### src/rtl/fetch_queue.sv
// fetch_queue: IF->ID instruction fetch FIFO with flush and PC back-pressure.
// Optional same-cycle bypass when empty: define FETCH_QUEUE_BYPASS_EN.
module fetch_queue #(
   parameter int unsigned DEPTH    = 4,
   parameter logic [31:0] RESET_PC = 32'h0000_3000
) (
   input  logic                         clk,
   input  logic                         reset,
   input  logic                         in_valid,
   input  logic [31:0]                  in_pc,
   input  logic [31:0]                  in_instr,
   output logic                         in_ready,
   output logic                         out_valid,
   output logic [31:0]                  out_pc,
   output logic [31:0]                  out_instr,
   input  logic                         out_ready,
   input  logic                         flush,
   output logic [$clog2(DEPTH+1)-1:0]   count
);

   localparam int unsigned AW = $clog2(DEPTH);
   localparam int unsigned CW = $clog2(DEPTH+1);
   localparam logic [CW-1:0] FULL = CW'(DEPTH);

   logic [AW-1:0] rd_ptr_q, rd_ptr_d;
   logic [AW-1:0] wr_ptr_q, wr_ptr_d;
   logic [CW-1:0] count_q, count_d;
   logic [63:0]   mem_q [DEPTH];
   logic [63:0]   mem_d [DEPTH];

   logic empty;
   logic full;
   logic bypass;
   logic wr_en;
   logic rd_en;

   // handshake, bypass decision and head presentation
   always_comb begin
      empty    = (count_q == '0);
      full     = (count_q == FULL);
      in_ready = ~full & ~flush;
`ifdef FETCH_QUEUE_BYPASS_EN
      bypass   = empty & in_valid & ~flush;
`else
      bypass   = 1'b0;
`endif
      rd_en     = ~empty & out_ready;
      wr_en     = in_valid & in_ready & ~(bypass & out_ready);
      out_valid = ~empty | bypass;
      out_pc    = RESET_PC;
      out_instr = 32'h0000_0000;
      if (bypass) begin
         out_pc    = in_pc;
         out_instr = in_instr;
      end else if (!empty) begin
         out_pc    = mem_q[rd_ptr_q][63:32];
         out_instr = mem_q[rd_ptr_q][31:0];
      end
      count = count_q;
   end

   // pointer and occupancy next state; flush clears like reset
   always_comb begin
      rd_ptr_d = rd_ptr_q;
      wr_ptr_d = wr_ptr_q;
      count_d  = count_q;
      if (flush) begin
         rd_ptr_d = '0;
         wr_ptr_d = '0;
         count_d  = '0;
      end else begin
         if (wr_en) wr_ptr_d = wr_ptr_q + AW'(1);
         if (rd_en) rd_ptr_d = rd_ptr_q + AW'(1);
         if (wr_en && !rd_en) count_d = count_q + CW'(1);
         if (!wr_en && rd_en) count_d = count_q - CW'(1);
      end
   end

   // storage write of the accepted pair
   always_comb begin
      mem_d = mem_q;
      if (wr_en) mem_d[wr_ptr_q] = {in_pc, in_instr};
   end

   // control state registers with synchronous reset
   always_ff @(posedge clk) begin
      if (reset) begin
         rd_ptr_q <= '0;
         wr_ptr_q <= '0;
         count_q  <= '0;
      end else begin
         rd_ptr_q <= rd_ptr_d;
         wr_ptr_q <= wr_ptr_d;
         count_q  <= count_d;
      end
   end

   // entry storage, contents irrelevant after reset
   always_ff @(posedge clk) begin
      mem_q <= mem_d;
   end

endmodule
### config.mk
export PLATFORM = sky130hd
export DESIGN_NAME = fetch_queue
export DESIGN_NICKNAME = d
export VERILOG_FILES = /design/src/rtl/fetch_queue.sv
export SDC_FILE = /design/constraint.sdc
export NUM_CORES = 1
export LEC_CHECK = 0
export CAP_MARGIN = 20
export CELL_PAD_IN_SITES_DETAIL_PLACEMENT = 1
export CELL_PAD_IN_SITES_GLOBAL_PLACEMENT = 1
export CORE_MARGIN = 3
export CORE_UTILIZATION = 61
export CTS_BUF_LIST = sky130_fd_sc_hd__clkbuf_4 sky130_fd_sc_hd__clkbuf_8
export DETAILED_ROUTE_END_ITERATION = 6
export DONT_BUFFER_PORTS = 1
export PLACE_DENSITY_LB_ADDON = 0.25
export RECOVER_POWER = 25
export SYNTH_ARGS = -nofsm -noshare
export SYNTH_HDL_FRONTEND = slang
export SYNTH_SLANG_ARGS = --single-unit
export TNS_END_PERCENT = 100
### constraint.sdc
create_clock -name clk -period 9.25 [get_ports clk]
set_clock_uncertainty 0.1 [all_clocks]
set_input_delay 2.775 -clock clk [delete_from_list [all_inputs] [get_ports clk]]
set_output_delay 2.775 -clock clk [all_outputs]
set_load 0.05 [all_outputs]
==> results.md, run 1 <==
* Outcome: complete, no violations
* Reg2reg setup slack at 5.58 ns
* Slew Limit Headroom at 32.3%
* Max Cap Viol at 0
* Ys async rst share at 0%
* Delay-heaviest family, CP: simple AND/OR/NAND/NOR gates
* Ys flop type: edfxtp_1
* Max rail drop VDD at 231 uV
* Final ANT Viol Nets at 0
* EDFF count, synth at 256
* Routed WL per cell at 26.7 um
* Critical path launch point type: input port
* Buf+Inv Stages, Crit Path at 0
* PwrDens at 210 nW/um^2
* Hold path startpoint: wr_ptr_q[1]
* Top cells by area, synth: edfxtp_1 76%, mux4_2 14%, and2_1 3.9%, dfxtp_1 1.4%, buf_12 0.79%
* Via density per instance at 6.06
* Yosys reg bits at 263
* Post-Place Worst Slack at 2.89 ns
* Start of the worst register-to-register path: count[0]
* Yosys cell types at 29
* Initial Utilization at 63.2%
* Power Total at 0.00232 W
* Worst-Margin Slew at 1.01 ns
* Clk buf depth at 3
* Vias in the first global route at 5,048
* R2R cell count at 10
* Clock transition at path regs at 0.06 ns
* # rows at 46
* Static Leakage at 3.40 nW
* Ratio of cells with drive above 1 in the final layout at 26.0%
* Total negative setup slack at 0 ns
* TritonCTS buffer count at 41
* CP Max Fanout at 4
* Core Box Area at 16,100 sq um
* Net count, final at 557
* Synth warnings at 0
* H-tree Lvls at 2
* Hold endpoint: wr_ptr_q[1]
* Critical path endpoint category: output pin
* N_diodes at 0
* Synthesis-to-layout area growth at 8.78%
* R2R Path End: count[2]
* Die area at 18,200 sq um
* Root Buffer: clkbuf_8
* Horiz. Die Dim at 135 um
* Hold depth at 2
* Gpl congestion at 0.662
* Register area share after synthesis at 77.2%
* Cell with the most instances after synthesis: edfxtp_1
* Grt ovf at 0
* Area fraction of the dominant cell type after synthesis at 75.8%
* Detailed Routing Iterations Pass 1 at 4
* Worst Hold Class: register to register
* Largest area contributor in the netlist: edfxtp_1
* GRT Resource Usage Total at 22.0%
* DRT iter0 DRCs at 225
* Post-CTS Hold Buffers at 0
* Critical path type: input port to output pin
* Commonest cells post-synth: 256 x edfxtp_1, 64 x and2_1, 64 x mux4_2
* Arr. time, crit path at 3.48 ns
* Largest net degree at the start of global routing at 67
* CTS resizes at 0
* Top Ports at 138
* Crit-path cells: nor2b_1
* PortBufs at 0
* Final Max Slew Viols at 0
* Final worst setup slack at 2.90 ns
* Die H at 135 um
* Syn avg cell area at 22.0 sq um
* Postcts setup bufs at 0
* First-pass GRT wire length at 29.6 mm
* CP startpoint: flush
* Critical path required time at 6.38 ns
* Slowest cell on the critical path: nor2b_1
* CTS tree: done
* Post-route DRC at 0
* Post-Syn Area at 10,100 sq um
* Syn Nets at 536
* Period Utilization, post-route at 68.7%
* Vias at 4,402
* Setup Viol. Count Final at 0
* Later-pin clock latency in the skew report at 0.52 ns
* RSZ-0062 raised after global routing: false
* Hpwl dp at 10.8 mm
* Initial antenna violation count at 0
* Routed Wire Length at 19.4 mm
* Mapped Cells at 461
* Clock Sinks at 263
* Fmax at 0.157 GHz
* Hold Vio Cnt, Final at 0
* Final Critical Period at 6.35 ns
* CP peak stage delay at 0.70 ns
cell usage in the layout (no fill, tap or decap), types with 5 or more instances in the layout:
master	instances
dfxtp_1	5
clkbuf_4	10
ha_1	5
and2_1	64
clkinv_1	13
clkbuf_8	43
inv_1	6
mux4_2	64
edfxtp_1	256
routing by layer:
| metal | up-vias | share of wire [%] | global-route usage, % |
|---|---|---|---|
| met5 | - | 0 | 0 |
| met2 | 167 | 51 | 36.4 |
| met1 | 2301 | 38 | 27.5 |
| met4 | 0 | 2.1 | 7.05 |
| met3 | 35 | 8.9 | 8.05 |
| li1 | 1899 | - | - |
through the flow:
stage          hold WS (ns)  std cells  util (%)  area [sq um]
6_report              0.531        727      68.7         11000
5_1_grt               0.566        727      68.7         11000
4_1_cts               0.520        727      68.7         11000
3_5_place_dp          0.509        655      64.0         10300
3_3_place_gp          0.420        655      64.0         10300
2_1_floorplan         0.406        461         -         10100
cell families after synthesis:
kind of cell / Yosys count / synth area share [%]
AO/OA/AOI/OAI: 9 / 0.493
flip-flops: 263 / 77.2
XOR/XNOR: 2 / 0.173
buffers and inverters: 31 / 1.96
adder cells (fa/ha/maj): 6 / 0.814
multiplexers: 64 / 14.2
AND/OR/NAND/NOR: 86 / 5.18
flip-flops by register name (all words and copies together), names as in the netlist:
name	flops
mem_q	256
rd_ptr_q	2
count	3
wr_ptr_q	2
where the power goes:
part / internal [W] / switching (W) / leakage [nW]
sequential: 0.00133 / 0.00000700 / 2.38
combinational: 0.0000239 / 0.0000698 / 0.628
clock: 0.000470 / 0.000420 / 0.391
total: 0.00182 / 0.000496 / 3.40
worst max path at each step:
stage / cells past startpoint / endpoint / slack, ns
global placement: 1 / in_ready / 2.88
floorplan: 1 / in_ready / 2.91
finish: 1 / in_ready / 2.90
global route: 1 / in_ready / 2.89
CTS: 1 / in_ready / 2.89
detailed placement: 1 / in_ready / 2.89
cell type report:
| type | instances | area [sq um] |
|---|---|---|
| multi-input combinational | 167 | 2140 |
| tap | 216 | 270 |
| sequential | 263 | 7840 |
| clock inverter | 19 | 83.8 |
| fill | 1231 | 5020 |
| clock buffer | 53 | 667 |
| timing repair buffer | 2 | 15.0 |
| inverter | 7 | 26.3 |
Power figures use the tool's default switching activity.
==> run 2: changes to the inputs <==
--- a/config.mk
+++ b/config.mk
@@ -9,7 +9,7 @@
 export CELL_PAD_IN_SITES_DETAIL_PLACEMENT = 1
 export CELL_PAD_IN_SITES_GLOBAL_PLACEMENT = 1
 export CORE_MARGIN = 3
-export CORE_UTILIZATION = 61
+export CORE_UTILIZATION = 52
 export CTS_BUF_LIST = sky130_fd_sc_hd__clkbuf_4 sky130_fd_sc_hd__clkbuf_8
 export DETAILED_ROUTE_END_ITERATION = 6
 export DONT_BUFFER_PORTS = 1
==> constraint.sdc (replaced) <==
create_clock -name clk -period 5.5 [get_ports clk]
set_clock_uncertainty 0.1 [all_clocks]
set_input_delay 1.65 -clock clk [delete_from_list [all_inputs] [get_ports clk]]
set_output_delay 1.65 -clock clk [all_outputs]
set_load 0.05 [all_outputs]
==> run 2 against run 1 <==
Core utilization decreased by 9.7 points. Clock power rose by 83%. Non-clock buffer count up 1. Sequential power grew 68%. Final area up 1.4%. Largest power group unchanged. Via count is 0.86% higher. Combinational power increased by 69%. Critical endpoint is now out_pc[14]. Setup slack worse by 1.9 ns. Die area grew 17%.
==> results.md, run 2 (same netlist as run 1, synthesis figures left out) <==
* Max reg flops at 256 (unchanged)
* Critical path required time at 3.75 ns (-2.63 ns)
* Worst-Margin Slew at 1.03 ns (+0.0185 ns)
* Vias at 4,440 (+0.86%)
* First-pass GRT wire length at 29.8 mm (+0.77%)
* Initial antenna violation count at 0 (unchanged)
* Final Critical Period at 4.50 ns
* CTS resizes at 0 (unchanged)
* GRT Resource Usage Total at 18.3% (-3.7 points)
* R2R Path End: count[2]
* Period Utilization, post-route at 81.8%
* Leading cell types in the layout, fill and taps excluded: 256 x edfxtp_1, 64 x and2_1, 64 x mux4_2
* Multi-input gate area at 2140 sq um (unchanged)
* Postcts setup bufs at 0 (unchanged)
* Worst Setup EP: out_pc[14]
* Post-Place Worst Slack at 1.47 ns (-1.42 ns)
* Max Cap Viol at 0 (unchanged)
* Die H at 146 um (+7.9%)
* Clock transition at path regs at 0.06 ns (about the same)
* Routed WL per cell at 24.5 um (-8.2%)
* Net count, final at 560 (+0.54%)
* Die area at 21,200 sq um (+17%)
* Leading cell type in the layout, fill and taps excluded: edfxtp_1
* Vias in the first global route at 5,069 (+0.42%)
* Final ANT Viol Nets at 0 (unchanged)
* CTS tree: done
* Top Ports at 138 (unchanged)
* Buf+Inv Stages, Crit Path at 1 (+1)
* Fillers at 1,582 (+29%)
* Total negative setup slack at 0 ns (unchanged)
* Final Max Slew Viols at 0 (unchanged)
* Root Buffer: clkbuf_8
* Reg2reg setup slack at 2.09 ns (-3.49 ns)
* Delay-heaviest family, CP: simple AND/OR/NAND/NOR gates
* Grt ovf at 0 (unchanged)
* RSZ-0062 raised after global routing: false
* Critical path type: register to output pin
* Gpl congestion at 0.697 (+5.2%)
* Initial Utilization at 53.5% (-9.7 points)
* PwrDens at 360 nW/um^2 (+71%)
* Critical path endpoint category: output pin
* CP startpoint: count[0]
* Critical path launch point type: register
* Max rail drop VDD at 207 uV (-10%)
* Top reg by flops: mem_q
* Core Box Area at 19,000 sq um (+18%)
* DRT iter0 DRCs at 229 (+1.8%)
* Clk buf depth at 3 (unchanged)
* Crit-path cells: nor3_1 > inv_2 > and2_1
* Final worst setup slack at 0.999 ns (-1.90 ns)
* Setup Viol. Count Final at 0 (unchanged)
* Largest net degree at the start of global routing at 67 (unchanged)
* Cell count along the critical path at 3 (+2)
* Horiz. Die Dim at 146 um (+7.9%)
* Clock Sinks at 263 (unchanged)
* Slowest cell on the critical path: inv_2
* Hpwl dp at 10.6 mm (-2.0%)
* Arr. time, crit path at 2.75 ns (-0.73 ns)
* CP Max Fanout at 65 (+61)
* # rows at 50 (+8.7%)
* TritonCTS buffer count at 43 (+4.9%)
* R2R cell count at 9 (-1)
* Routed Wire Length at 19.0 mm (-2.2%)
* Hold Vio Cnt, Final at 0 (unchanged)
* PortBufs at 0 (unchanged)
* N_diodes at 0 (unchanged)
* Synthesis-to-layout area growth at 10.3%
* CP peak stage delay at 0.72 ns (+0.02 ns)
* H-tree Lvls at 2 (unchanged)
* FF+latch area at 7840 sq um (unchanged)
* Outcome: complete, no violations
* Slew Limit Headroom at 31.1% (-1.2 points)
* Detailed Routing Iterations Pass 1 at 4 (unchanged)
* Post-route DRC at 0 (unchanged)
* Start of the worst register-to-register path: count[0]
* Fmax at 0.222 GHz
* Via density per instance at 5.73 (-5.4%)
* Later-pin clock latency in the skew report at 0.52 ns (about the same)
* Worst Hold Class: register to register
* Post-CTS Hold Buffers at 0 (unchanged)
* Hold path startpoint: wr_ptr_q[1]
* Ratio of cells with drive above 1 in the final layout at 27.6% (+1.5 points)
* Static Leakage at 3.46 nW (+1.8%)
[run 2: through the flow]
stage | cells | power (W) | hold WS [ns] | util, % | cell area (sq um)
global placement | 700 | 0.00244 | 0.424 | 54.6 | 10400
floorplan | 461 | 0.00242 | 0.406 | - | 10100
CTS | 775 | 0.00408 | 0.465 | 59.0 | 11200
finish | 775 | 0.00403 | 0.462 | 59.0 | 11200
global route | 775 | 0.00419 | 0.523 | 59.0 | 11200
detailed placement | 700 | 0.00244 | 0.455 | 54.6 | 10400
[run 2: where the power goes]
| part | switching, W | internal (W) |
|---|---|---|
| sequential | 0.0000108 | 0.00223 |
| combinational | 0.000117 | 0.0000412 |
| clock | 0.000706 | 0.000921 |
[run 2: worst register-to-register path, delay by kind of cell (launching register included)]
| kind | cells | cell delay (ns) |
|---|---|---|
| adders and majority gates | 2 | 0.62 |
| DFF | 1 | 0.70 |
| buffers and inverters | 2 | 0.80 |
| and+or+nand+nor | 3 | 0.82 |
| xor gates and xnor gates | 1 | 0.15 |
| AOI/OAI and AO/OA | 1 | 0.16 |
[run 2: layout make-up]
class | count | share of cell area [%]
flip-flops and latches | 263 | 70.0
repair buffers | 3 | 0.313
clock inverters | 12 | 0.671
multi-input cells | 167 | 19.1
clock buffers | 63 | 6.74
inverters | 7 | 0.235
well taps | 260 | 2.91
[run 2: how the worst min path moves through the flow]
stage                       end  cells past startpoint
finish              wr_ptr_q[1]                      2
global route        wr_ptr_q[1]                      2
CTS                 wr_ptr_q[1]                      2
detailed placement  wr_ptr_q[1]                      2
global placement    wr_ptr_q[1]                      2
floorplan           wr_ptr_q[1]                      2
[run 2: metal layers]
| layer | vias to the layer above | wire (um) | global-route usage, % |
|---|---|---|---|
| met5 | - | 0 | 0 |
| met4 | 0 | 459 | 6.32 |
| met3 | 42 | 1550 | 6.73 |
| met2 | 170 | 9030 | 28.4 |
| met1 | 2319 | 7920 | 24.3 |
| li1 | 1909 | - | - |
